**config.mk**
```make
export PLATFORM = sky130hd
export DESIGN_NAME = ds_temp_to_bcd_flat
export DESIGN_NICKNAME = d
export VERILOG_FILES = /design/src/rtl/ds_temp_to_bcd_if.sv /design/src/rtl/ds_temp_to_bcd.sv /design/src/flat_wrapper.sv
export SDC_FILE = /design/constraint.sdc
export NUM_CORES = 1
export LEC_CHECK = 0
export CAP_MARGIN = 20
export CORE_MARGIN = 4
export CORE_UTILIZATION = 55
export DETAILED_ROUTE_END_ITERATION = 12
export PLACE_DENSITY = 0.8
export SKIP_CTS_REPAIR_TIMING = 1
export SLEW_MARGIN = 30
export SYNTH_ARGS = -nofsm -noshare
export SYNTH_HDL_FRONTEND = slang
export SYNTH_SLANG_ARGS = --single-unit
export TNS_END_PERCENT = 20
```
**constraint.sdc**
```tcl
create_clock -name clk -period 10.76 [get_ports clk]
set_clock_uncertainty 0.2 [all_clocks]
set_input_delay 2.152 -clock clk [delete_from_list [all_inputs] [get_ports clk]]
set_output_delay 2.152 -clock clk [all_outputs]
set_load 0.02 [all_outputs]
```
**src/rtl/ds_temp_to_bcd_if.sv**
```systemverilog
// Bundle of the converter's F1M strobe, request/snapshot inputs and result outputs.
// The master side drives requests; the converter itself attaches as slave.
interface ds_temp_to_bcd_if #(
    parameter int CHANNELS    = 4,
    parameter int FRAC_DIGITS = 1
);
    localparam int W = 12 + 4 * FRAC_DIGITS;

    logic                    F1M;
    logic                    convert_en;
    logic [16*CHANNELS-1:0]  bin_temperature;
    logic                    busy;
    logic                    done;
    logic [W*CHANNELS-1:0]   dec_temperature;
    logic [CHANNELS-1:0]     sign;
    logic [CHANNELS-1:0]     range_err;

    modport master (
        output F1M, convert_en, bin_temperature,
        input  busy, done, dec_temperature, sign, range_err
    );

    modport slave (
        input  F1M, convert_en, bin_temperature,
        output busy, done, dec_temperature, sign, range_err
    );
endinterface

```
**src/rtl/ds_temp_to_bcd.sv**
```systemverilog
// Time-multiplexed DS18B20 word to signed BCD converter: per channel one LOAD,
// seven double-dabble SHIFTs and one STORE, then all channels publish at once.
module ds_temp_to_bcd #(
    parameter int CHANNELS    = 4,
    parameter int RES_BITS    = 12,
    parameter int FRAC_DIGITS = 1
) (
    input  logic              clk,
    input  logic              rst,
    ds_temp_to_bcd_if.slave   bus
);
    localparam int W     = 12 + 4 * FRAC_DIGITS;
    localparam int FW    = 4 * FRAC_DIGITS;
    localparam int NW    = 16 * CHANNELS;
    localparam int DW    = W * CHANNELS;
    localparam int CW    = (CHANNELS > 1) ? $clog2(CHANNELS) : 1;
    localparam int SCALE = (FRAC_DIGITS == 1) ? 10 : 100;
    localparam logic [15:0] RES_MASK = 16'hFFFF << (12 - RES_BITS);

    typedef enum logic [2:0] {IDLE, LOAD, SHIFT, STORE, PUBLISH} state_t;

    state_t                state_q, state_d;
    logic [CW-1:0]         ch_q, ch_d;
    logic [2:0]            cnt_q, cnt_d;
    logic [NW-1:0]         snap_q, snap_d;
    logic [18:0]           dd_q, dd_d;
    logic [FW-1:0]         frac_q, frac_d;
    logic                  neg_q, neg_d;
    logic                  err_q, err_d;
    logic [DW-1:0]         sh_dec_q, sh_dec_d;
    logic [CHANNELS-1:0]   sh_sign_q, sh_sign_d;
    logic [CHANNELS-1:0]   sh_err_q, sh_err_d;
    logic [DW-1:0]         dec_q, dec_d;
    logic [CHANNELS-1:0]   sign_q, sign_d;
    logic [CHANNELS-1:0]   rerr_q, rerr_d;
    logic                  busy_q, busy_d;
    logic                  done_q, done_d;

    logic [15:0]           word;
    logic [11:0]           mag;
    logic [10:0]           fprod;
    logic [6:0]            fround;
    logic [3:0]            ftens, fones;
    logic [18:0]           dd_adj;

    always_comb begin
        state_d   = state_q;
        ch_d      = ch_q;
        cnt_d     = cnt_q;
        snap_d    = snap_q;
        dd_d      = dd_q;
        frac_d    = frac_q;
        neg_d     = neg_q;
        err_d     = err_q;
        sh_dec_d  = sh_dec_q;
        sh_sign_d = sh_sign_q;
        sh_err_d  = sh_err_q;
        dec_d     = dec_q;
        sign_d    = sign_q;
        rerr_d    = rerr_q;
        busy_d    = busy_q;
        done_d    = bus.F1M && (state_q == PUBLISH);

        word   = snap_q[16*int'(ch_q) +: 16] & RES_MASK;
        mag    = {1'b0, word[10:0] ^ {11{word[11]}}} + {11'b0, word[11]};
        fprod  = 11'(mag[3:0]) * 11'(SCALE) + 11'd8;
        fround = 7'(fprod >> 4);
        ftens  = 4'(fround / 7'd10);
        fones  = 4'(fround % 7'd10);

        // BCD digits sit above the binary remainder in one register so the
        // adjusted value shifts as a single word.
        dd_adj = dd_q;
        for (int unsigned i = 0; i < 3; i++) begin
            if (dd_adj[7+4*i +: 4] >= 4'd5) begin
                dd_adj[7+4*i +: 4] = dd_adj[7+4*i +: 4] + 4'd3;
            end
        end

        case (state_q)
            IDLE: begin
                if (bus.convert_en) begin
                    snap_d  = bus.bin_temperature;
                    ch_d    = '0;
                    busy_d  = 1'b1;
                    state_d = LOAD;
                end
            end
            LOAD: begin
                err_d   = !((word[15:11] == '0) || (word[15:11] == '1)) || mag[11];
                neg_d   = word[11];
                dd_d    = {12'b0, mag[10:4]};
                frac_d  = FW'({ftens, fones});
                cnt_d   = '0;
                state_d = SHIFT;
            end
            SHIFT: begin
                dd_d  = dd_adj << 1;
                cnt_d = cnt_q + 3'd1;
                if (cnt_q == 3'd6) begin
                    state_d = STORE;
                end
            end
            STORE: begin
                sh_dec_d[W*int'(ch_q) +: W] = err_q ? '0 : {dd_q[18:7], frac_q};
                sh_sign_d[ch_q] = !err_q && neg_q && ({dd_q[18:7], frac_q} != '0);
                sh_err_d[ch_q]  = err_q;
                if (ch_q == CW'(CHANNELS - 1)) begin
                    state_d = PUBLISH;
                end else begin
                    ch_d    = ch_q + CW'(1);
                    state_d = LOAD;
                end
            end
            PUBLISH: begin
                dec_d   = sh_dec_q;
                sign_d  = sh_sign_q;
                rerr_d  = sh_err_q;
                busy_d  = 1'b0;
                state_d = IDLE;
            end
            default: state_d = IDLE;
        endcase
    end

    always_ff @(posedge clk) begin
        if (rst) begin
            state_q   <= IDLE;
            ch_q      <= '0;
            cnt_q     <= '0;
            snap_q    <= '0;
            dd_q      <= '0;
            frac_q    <= '0;
            neg_q     <= 1'b0;
            err_q     <= 1'b0;
            sh_dec_q  <= '0;
            sh_sign_q <= '0;
            sh_err_q  <= '0;
            dec_q     <= '0;
            sign_q    <= '0;
            rerr_q    <= '0;
            busy_q    <= 1'b0;
            done_q    <= 1'b0;
        end else begin
            // done is a plain clk pulse so it lasts one cycle however sparse F1M is
            done_q <= done_d;
            if (bus.F1M) begin
                state_q   <= state_d;
                ch_q      <= ch_d;
                cnt_q     <= cnt_d;
                snap_q    <= snap_d;
                dd_q      <= dd_d;
                frac_q    <= frac_d;
                neg_q     <= neg_d;
                err_q     <= err_d;
                sh_dec_q  <= sh_dec_d;
                sh_sign_q <= sh_sign_d;
                sh_err_q  <= sh_err_d;
                dec_q     <= dec_d;
                sign_q    <= sign_d;
                rerr_q    <= rerr_d;
                busy_q    <= busy_d;
            end
        end
    end

    assign bus.busy            = busy_q;
    assign bus.done            = done_q;
    assign bus.dec_temperature = dec_q;
    assign bus.sign            = sign_q;
    assign bus.range_err       = rerr_q;
endmodule

```
**src/flat_wrapper.sv**
```systemverilog
// flat-port wrapper written by rule: the top's interface ports become plain ports
module ds_temp_to_bcd_flat 
#(
    parameter int CHANNELS    = 4,
    parameter int RES_BITS    = 12,
    parameter int FRAC_DIGITS = 1
)
  (clk, rst, bus_F1M, bus_convert_en, bus_bin_temperature, bus_busy, bus_done, bus_dec_temperature, bus_sign, bus_range_err);
  ds_temp_to_bcd_if #(.CHANNELS(CHANNELS), .FRAC_DIGITS(FRAC_DIGITS)) bus_i ();
  input  logic clk;
  input  logic rst;
  input wire logic [$bits(bus_i.F1M)-1:0] bus_F1M;
  input wire logic [$bits(bus_i.convert_en)-1:0] bus_convert_en;
  input wire logic [$bits(bus_i.bin_temperature)-1:0] bus_bin_temperature;
  output wire logic [$bits(bus_i.busy)-1:0] bus_busy;
  output wire logic [$bits(bus_i.done)-1:0] bus_done;
  output wire logic [$bits(bus_i.dec_temperature)-1:0] bus_dec_temperature;
  output wire logic [$bits(bus_i.sign)-1:0] bus_sign;
  output wire logic [$bits(bus_i.range_err)-1:0] bus_range_err;
  assign bus_i.F1M = bus_F1M;
  assign bus_i.convert_en = bus_convert_en;
  assign bus_i.bin_temperature = bus_bin_temperature;
  assign bus_busy = bus_i.busy;
  assign bus_done = bus_i.done;
  assign bus_dec_temperature = bus_i.dec_temperature;
  assign bus_sign = bus_i.sign;
  assign bus_range_err = bus_i.range_err;
  ds_temp_to_bcd #(.CHANNELS(CHANNELS), .RES_BITS(RES_BITS), .FRAC_DIGITS(FRAC_DIGITS)) u_core (.clk(clk), .rst(rst), .bus(bus_i));
endmodule
```
# Word-level counts from Yosys, hierarchy flattened
# Index checks and enable logic that the tools add are counted.
dict set report totals {
  regBits 243
  in_bits 68
  output_inout_bits 74
  elab_cells 87
}
dict set report classes {
  n_addsub 8
  mul 1
  div 1
  n_lt_le_gt_ge 5
  eq_ne 10
  shifts 3
  mux 20
  bitwise 1
  n_reduce_logical 22
}
# op n
set op_table {}
lappend op_table {{bitwise mux 64 bit} 1}
lappend op_table {{variable shift 16 x 33 -> 64 bit, first input constant} 1}
lappend op_table {{indexed part select 16 x 33 -> 64 bit} 1}
lappend op_table {{indexed part select 64 x 7 -> 16 bit} 1}
lappend op_table {{case mux 19 bit (2 select lines)} 1}
lappend op_table {{negation 6 -> 33 bit} 1}
lappend op_table {{two-way mux 16 bit} 1}
lappend op_table {{nonzero test 16 bit} 1}
lappend op_table {{adder 11 x 1 -> 12 bit} 1}
lappend op_table {{greater-or-equal comparator 4 x 3 -> 1 bit, second input constant} 3}
lappend op_table {{two-way mux 3 bit} 4}
lappend op_table {{case mux 3 bit (4 select lines)} 1}
lappend op_table {{XOR 11 bit} 1}
lappend op_table {{adder 8 x 4 -> 9 bit, second input constant} 1}
lappend op_table {{AND reduction 3 bit} 3}
lappend op_table {{adder 4 x 2 -> 4 bit, second input constant} 2}
lappend op_table {{bitwise mux 4 bit} 2}
lappend op_table {{two-way mux 4 bit} 2}
lappend op_table {{AND reduction 2 bit} 4}
lappend op_table {{modulo 7 x 4 -> 7 bit, second input constant} 1}
lappend op_table {{multiplier 4 x 3 -> 7 bit, second input constant} 1}
lappend op_table {{== test 3 x 2 -> 1 bit, second input constant} 2}
lappend op_table {{== test 3 bit, second input constant} 2}
lappend op_table {{case mux 3 bit (2 select lines)} 1}
lappend op_table {{other kinds (22)} 32}

# Depth between registers and ports, before layout
# Gate-level depths: netlist of run 1.
dict set report logic_depth {
  depth_word 6
  mapped_depth 25
  ltp_nobuf 23
}

# Worst setup path after synthesis of run 1
# No wires, ideal clock.
dict set report synth_timing {
  path_kind {reg2reg}
  start {reg u_core.ch_q[1]}
  end {reg u_core.frac_q[1]}
  setup_time_ps 122
  arrival_ps 5840
  required_time_ps 10438
  setup_slack_ps 4598
  stages_incl_launch_ff 24
  path_buffers 3
  synth_period_minus_slack_ps 6162
  path_cell_list {dfxtp_1 > clkbuf_1 > mux4_1 > clkbuf_1 > buf_1 > ha_1 > inv_1 > nor3_4 > o21ba_2 > nor2_1 > ha_1 > ha_1 > inv_1 > fa_1 > and3b_1 > xnor2_1 > xnor2_1 > xor2_1 > nand2_1 > ha_1 > o41a_1 > a211oi_2 > a211oi_1 > a311o_1}
}
dict set report synth_between {
  elab_chain_len 6
}
# item line_no
set synth_lines {}
lappend synth_lines {{start, declared} ds_temp_to_bcd.sv:23} ;# logic [CW-1:0] ch_q, ch_d;
lappend synth_lines {{start signal, assigned} ds_temp_to_bcd.sv:149} ;# ch_q <= ch_d;
lappend synth_lines {{indexed part select 64 x 7 -> 16 bit *} ds_temp_to_bcd.sv:64} ;# word = snap_q[16*int'(ch_q) +: 16] & RES_MASK;
lappend synth_lines {{net u_core.word[11]} ds_temp_to_bcd.sv:39} ;# logic [15:0] word;
lappend synth_lines {{XOR 11 bit} ds_temp_to_bcd.sv:65} ;# mag = {1'b0, word[10:0] ^ {11{word[11]}}} + {11'b0, word[11]};
lappend synth_lines {{adder 11 x 1 -> 12 bit *} ds_temp_to_bcd.sv:65}
lappend synth_lines {{multiplier 4 x 3 -> 7 bit *} ds_temp_to_bcd.sv:66} ;# fprod = 11'(mag[3:0]) * 11'(SCALE) + 11'd8;
lappend synth_lines {{adder 8 x 4 -> 9 bit *} ds_temp_to_bcd.sv:66}
lappend synth_lines {{modulo 7 x 4 -> 7 bit *} ds_temp_to_bcd.sv:69} ;# fones = 4'(fround % 7'd10);
lappend synth_lines {{end signal, assigned} ds_temp_to_bcd.sv:153} ;# frac_q <= frac_d;
lappend synth_lines {{end, declared} ds_temp_to_bcd.sv:27} ;# logic [FW-1:0] frac_q, frac_d;
# Mark *: on every way through the listed nets, which the timed path passes. The rest lies on a longest branch.
# A chain may end at the register's enable or synchronous reset.

# Worst setup path after layout of run 1
dict set report layout_timing {
  start {reg u_core.ch_q[0]}
  end {reg u_core.frac_q[1]}
}
dict set report layout_between {
  elab_chain_len 6
}
# item line_no
set layout_lines {}
lappend layout_lines {{indexed part select 64 x 7 -> 16 bit *} ds_temp_to_bcd.sv:64}
lappend layout_lines {{XOR 11 bit} ds_temp_to_bcd.sv:65}
lappend layout_lines {{adder 11 x 1 -> 12 bit *} ds_temp_to_bcd.sv:65}
lappend layout_lines {{multiplier 4 x 3 -> 7 bit *} ds_temp_to_bcd.sv:66}
lappend layout_lines {{adder 8 x 4 -> 9 bit *} ds_temp_to_bcd.sv:66}
lappend layout_lines {{modulo 7 x 4 -> 7 bit *} ds_temp_to_bcd.sv:69}
# Mark *: on every way between the ends. The rest lies on a longest branch, timed or not.

==> impl_metrics.yaml, run 1 <==
outcome:
  outcome: "finished, final reports clean"
global_routing:
  grt-ovfl-total: 0
  grt_pass1_wl_um: 41900
  grt_antenna_before_repair: 0
  grt_max_degree: 113
  grt_pass1_vias: 8462
  grt_util_all_layers: 0.231
timing:
  worst_pin_slew_ns: 0.891
  fmax_ghz: 0.160
  setup_violations: 0
  rsz0062_at_grt: "no"
  hold_viol_final: 0
  min_period_ns: 6.25
  slew_headroom: 0.404
  fin_ws_ns: 4.51
  min_period_over_period: 0.581
  fin_setup_tns_ns: 0
  slew_violations: 0
clock_tree:
  cts_tree: "done"
  cts_buffers: 25
  clkTransAtPathRegs_ns: 0.06
  h-tree-depth: 1
  cts_buffer_depth: 3
  cts_root_buffer: "clkbuf_16"
  clkSinkCount: 243
  insertion_delay_ns: 0.53
setup_path:
  cp-end-kind: "flop"
  crit_required_ns: 10.96
  worst_ep_arrival_time_ns: 6.45
  ff2ff_path_depth: 24
  rrSetupSlack_ns: 4.51
  start_kind: "flop"
  crit_fanout: 23
  criticalPathCategory: "flop to flop"
hold_path:
  hold_depth: 2
  hold_path_class: "flop to flop"
cells_and_area:
  nets: 1463
  fillers: 1476
  layout_common_cells: "nand2_1, dfxtp_1, a21oi_1, clkdlybuf4s50_1, nand3_1"
  diodes: 0
  syn_to_final_growth_pct: 22.7
  design_area_sq_um: 12700
  drive_gt1_frac: 0.0657
  fin_cells: 1614
  layout_commonest_cell: "nand2_1"
place:
  dp_hpwl_um: 16400
  place_congestion: 0.855
  pre_cts_slack_ns: 4.53
  dp_cells: 1568
  placed_cell_area_sq_um: 11800
  io_buffers: 141
power:
  total_power_mw: 2.03
  p_int_mw: 1.54
  switching_share: 0.237
  clockPowerShare: 0.456
  pwr-share-seq: 0.463
  p_per_area_nw_per_um2: 160
  p_leak_nw: 4.28
  p_comb_frac: 0.082
  ir_drop_mv: 0.202
  p_sw_uw: 481
yosys:
  synth_seq_area_share: 0.470
  synthCells: 1283
  syn_area_per_cell_sq_um: 8.06
  synth_edf_count: 0
  async_flop_share: 0
  syn_area_sq_um: 10300
  synth.distinct_cells: 61
  ys_warn_count: 0
  synth_ff_type: "dfxtp_1"
  synth_fp_nets: 1380
  ys_ff_latch: 243
die:
  fp.dieW_um: 145
  ioPinCount: 142
  dieHeight_um: 145
  coreArea_sq_um: 18200
  initial_core_util: 0.568
  rows: 49
  die_area_sq_um: 21100
route:
  wl_per_cell_um: 15.8
  num_vias: 9111
  vias_per_cell: 5.64
  dr.pass1.iters: 5
  drc: 0
  postRouteAntennaNets: 0
  wl_um: 25500
  drtIter0Drc: 558
flow_run:
  drv_cap: 0
synth_stat cells (2+ instances only):
cell / number / area (sq um)
xor2_1: 9 / 78.8
a311oi_1: 3 / 26.3
buf_6: 2 / 22.5
buf_1: 2 / 7.51
nand2_1: 379 / 1420
nand2b_1: 10 / 62.6
nand3b_1: 3 / 22.5
a22oi_1: 9 / 67.6
o211ai_1: 2 / 15.0
o41ai_1: 3 / 26.3
clkbuf_1: 92 / 345
and2_0: 4 / 25.0
mux2i_1: 7 / 70.1
nor2b_1: 2 / 12.5
ha_1: 28 / 350
nor2_1: 44 / 165
nor3_1: 12 / 60.1
mux4_2: 11 / 248
nor4_1: 3 / 18.8
or4_1: 3 / 22.5
xnor2_1: 12 / 105
and3_1: 5 / 31.3
o41a_1: 2 / 22.5
a211oi_1: 3 / 22.5
nand3_1: 81 / 405
mux4_1: 5 / 131
a21oi_1: 231 / 1160
dfxtp_1: 243 / 4860
o21ai_0: 14 / 70.1
or2_2: 4 / 25.0
nor4b_1: 4 / 35.0
inv_1: 17 / 63.8
a31oi_1: 5 / 31.3
a221oi_1: 2 / 17.5
worst max-delay path: stages (launching register included):
cell and delay (ns):
dfxtp_1 0.34, buf_4 0.37, mux4_2 0.55, inv_1 0.09
ha_1 0.35, inv_1 0.14, nor3_4 0.24, o21ba_2 0.21
nor2_1 0.05, ha_1 0.31, ha_1 0.22, inv_1 0.07
fa_1 0.43, and3b_1 0.27, xnor2_1 0.14, xnor2_1 0.16
xor2_1 0.37, nand2_1 0.10, ha_1 0.27, xor2_1 0.19
ha_1 0.15, o21ai_0 0.12, a211oi_2 0.35, a211oi_1 0.12
a311o_1 0.33
path summary, 6_finish.rpt:
path                                  from                       endpoint
max reg2reg                 u_core.ch_q[0]               u_core.frac_q[1]
max                         u_core.ch_q[0]               u_core.frac_q[1]
min reg2reg  u_core.bus.dec_temperature[7]  u_core.bus.dec_temperature[7]
min          u_core.bus.dec_temperature[7]  u_core.bus.dec_temperature[7]
cell families (layout without fill, tap and decap cells):
kind of cell               count (synthesis)  after routing  synth area share
and+or+nand+nor                          566            566             0.236
xor gates and xnor gates                  21             21            0.0178
DFF                                      243            243             0.470
buffers and inverters                    115            217            0.0437
AOI/OAI and AO/OA                        285            285             0.152
adders and majority gates                 29             29            0.0358
muxes                                     24             24            0.0445
flip-flops by register name, summed over array words and instances, names as in the netlist, 4 cells and up:
register                    cells
u_core.bus.dec_temperature     64
u_core.bus.range_err            4
u_core.bus.sign                 4
u_core.dd_q                    19
u_core.frac_q                   4
u_core.sh_dec_q                64
u_core.sh_err_q                 4
u_core.sh_sign_q                4
u_core.snap_q                  64
power by group through the flow:
stage | sequential, mW | clock [mW] | combinational [mW]
floorplan | 0.948 | 0 | 0.113
global placement | 0.955 | 0 | 0.159
detailed placement | 0.957 | 0 | 0.163
CTS | 0.937 | 0.935 | 0.165
global route | 0.939 | 0.976 | 0.185
finish | 0.937 | 0.923 | 0.165
final cells by class:
cell class	count	area, sq um	area share
flip-flops and latches	243	4860	0.383
multi-input cells	925	5080	0.400
repair buffers	154	1510	0.119
clock inverters	19	243	0.0191
well taps	229	287	0.0226
clock buffers	27	643	0.0507
inverters	17	63.8	0.00503
through the flow:
stage / hold WS (ns) / util
6_report: 0.251 / 0.697
2_1_floorplan: 0.231 / -
5_1_grt: 0.266 / 0.697
3_3_place_gp: 0.238 / 0.648
4_1_cts: 0.252 / 0.697
3_5_place_dp: 0.244 / 0.648
layer usage:
layer  track usage  vias up  part of all wire
li1              -     4513                 -
met1         0.326     4247              0.45
met2         0.370      295              0.46
met3        0.0377       56             0.067
met4        0.0660        0             0.024
met5             0        -                 0
Note: power is estimated with default switching activity, not from simulation.
==> inputs of run 2 (changes only) <==
--- a/config.mk
+++ b/config.mk
@@ -7,9 +7,9 @@
 export LEC_CHECK = 0
 export CAP_MARGIN = 20
 export CORE_MARGIN = 4
-export CORE_UTILIZATION = 55
+export CORE_UTILIZATION = 50
 export DETAILED_ROUTE_END_ITERATION = 12
-export PLACE_DENSITY = 0.8
+export PLACE_DENSITY = 0.77
 export SKIP_CTS_REPAIR_TIMING = 1
 export SLEW_MARGIN = 30
 export SYNTH_ARGS = -nofsm -noshare
==> constraint.sdc (replaced) <==
create_clock -name clk -period 5.19 [get_ports clk]
set_clock_uncertainty 0.2 [all_clocks]
set_input_delay 1.038 -clock clk [delete_from_list [all_inputs] [get_ports clk]]
set_output_delay 1.038 -clock clk [all_outputs]
set_load 0.02 [all_outputs]
==> run 2 against run 1 <==
Compared with the run above: the run now ends with negative setup slack left; sequential power increased by 110%; critical path depth decreased by 3; count of clock-buffer cells in the layout increased by 10; setup slack got worse by 4.5 ns; sequential cell count unchanged; design area increased by 3.1%; core utilization decreased by 5.3 points; routed wire length increased by 1.2%; hold slack got worse by 0.00087 ns; global-route usage decreased by 2.2 points; combinational power increased by 130%; clock power increased by 120%; largest power group is now the clock network.
==> impl_metrics.yaml, run 2 (synthesis gave the netlist of run 1 again) <==
global_routing:
  grt-ovfl-total: 0
  grt_pass1_wl_um: 42100
  busiest_layer: "met2"
  grt_antenna_before_repair: 0
  grt_pass1_vias: 8681
  use_met2: 0.339
  grt_max_degree: 125
  grt_use_met1: 0.297
  gr-usage-met3: 0.0324
  grt_util_all_layers: 0.210
route:
  wl_per_cell_um: 15.4
  postRouteAntennaNets: 0
  dr.pass1.iters: 5
  vias_per_cell: 5.47
  drc: 0
  num_vias: 9174
  wl_um: 25800
  drtIter0Drc: 656
timing:
  setup_violations: 1
  fin_ws_ns: -0.0212
  min_period_ns: 5.21
  slew_violations: 0
  worst_pin_slew_ns: 0.950
  slew_headroom: 0.367
  hold_viol_final: 0
  fmax_ghz: 0.192
  rsz0062_at_grt: "yes"
  min_period_over_period: 1.00
  worst_hold_slack_ns: 0.250
die:
  die_area_sq_um: 23000
  coreArea_sq_um: 20300
  rows: 52
  fp.dieW_um: 152
  ioPinCount: 142
  initial_core_util: 0.509
  dieHeight_um: 152
outcome:
  violations: "negative setup slack"
  outcome: "finished, violations left"
setup_path:
  rrSetupSlack_ns: -0.02
  crit_required_ns: 5.39
  criticalPathCategory: "flop to flop"
  cp-end-kind: "flop"
  worst_ep_arrival_time_ns: 5.41
  start_kind: "flop"
  crit_fanout: 4
cells_and_area:
  nets: 1486
  layout_commonest_cell: "nand2_1"
  drive_gt1_frac: 0.0916
  utilization: 0.644
  diodes: 0
  syn_to_final_growth_pct: 26.5
  layout_common_cells: "nand2_1, dfxtp_1, a21oi_1, clkdlybuf4s50_1, nand3_1"
power:
  ir_drop_mv: 0.232
  pwr-share-seq: 0.449
  p_int_mw: 3.33
  switching_share: 0.230
  p_leak_nw: 4.45
  p_comb_frac: 0.088
  p_sw_uw: 996
  p_per_area_nw_per_um2: 330
  clockPowerShare: 0.463
clock_tree:
  h-tree-depth: 1
  cts_buffer_depth: 3
  cts_tree: "done"
  clkTransAtPathRegs_ns: 0.06
  insertion_delay_ns: 0.52
  clkSinkCount: 243
  cts_buffers: 26
  cts_root_buffer: "clkbuf_16"
place:
  dp_hpwl_um: 16900
  place_congestion: 0.788
  io_buffers: 141
flow_run:
  drv_cap: 0
hold_path:
  hold_path_class: "flop to flop"
==> run 2: cell count changes in the layout (fill, tap and decap cells not counted), sizes merged <==
cell / before / now
buf: 14 / 36
clkbuf: 27 / 37
clkinv: 10 / 3
clkinvlp: 3 / 1
bufinv: 5 / 4
inv: 18 / 19
==> run 2: metal layers <==
| metal | routed length, um | vias to the layer above |
|---|---|---|
| met2 | 12000 | 255 |
| met3 | 1490 | 37 |
| li1 | - | 4549 |
| met5 | 0 | - |
| met1 | 11900 | 4333 |
| met4 | 425 | 0 |
==> run 2: critical path: stages (launching register included) <==
cell and delay [ns]:
dfxtp_4 0.38, buf_6 0.13, mux4_2 0.60, nor3_4 0.31, o21ba_4 0.20, nor2_2 0.04
ha_1 0.28, ha_2 0.18, inv_2 0.04, fa_1 0.49, and3b_2 0.24, xnor2_2 0.14
xnor2_1 0.17, xor2_1 0.23, nand2_1 0.12, ha_4 0.23, xor2_2 0.15, ha_2 0.18
o21ai_2 0.06, a211oi_2 0.31, a211oi_2 0.11, a311o_1 0.29
==> run 2: final cells by class <==
class | instances | area [sq um]
clock buffer | 37 | 785
timing repair buffer | 176 | 1700
multi-input combinational | 925 | 5150
tap | 270 | 338
inverter | 17 | 66.3
sequential | 243 | 4870
clock inverter | 10 | 166
fill | 1724 | 7220
==> run 2: final timing paths <==
check / startpoint / to / cells after the start
worst max register to register: u_core.ch_q[0] / u_core.frac_q[1] / 21
worst min-delay path: u_core.snap_q[58] / u_core.snap_q[58] / 2
worst min register to register: u_core.snap_q[58] / u_core.snap_q[58] / 2
worst max-delay path: u_core.ch_q[0] / u_core.frac_q[1] / 21
==> run 2: per-stage QoR <==
| stage | setup TNS, ns | power, mW | setup slack (ns) | std cells | instance area [sq um] |
|---|---|---|---|---|---|
| 2_1_floorplan | -0.259 | 2.21 | -0.200 | 1283 | 10400 |
| 3_3_place_gp | 0 | 2.33 | 0.0360 | 1620 | 12000 |
| 3_5_place_dp | -0.162 | 2.34 | -0.162 | 1620 | 12000 |
| 4_1_cts | -0.343 | 4.33 | -0.222 | 1667 | 12900 |
| 5_1_grt | -0.429 | 4.47 | -0.226 | 1678 | 13100 |
| 6_report | -0.0212 | 4.32 | -0.0212 | 1678 | 13100 |
==> run 2: power by group through the flow <==
stage          combinational (mW)  sequential, mW  clock [mW]
2_1_floorplan               0.247            1.97           0
3_3_place_gp                0.351            1.98           0
3_5_place_dp                0.360            1.98           0
4_1_cts                     0.366            1.94        2.02
5_1_grt                     0.418            1.94        2.10
6_report                    0.380            1.94        2.00
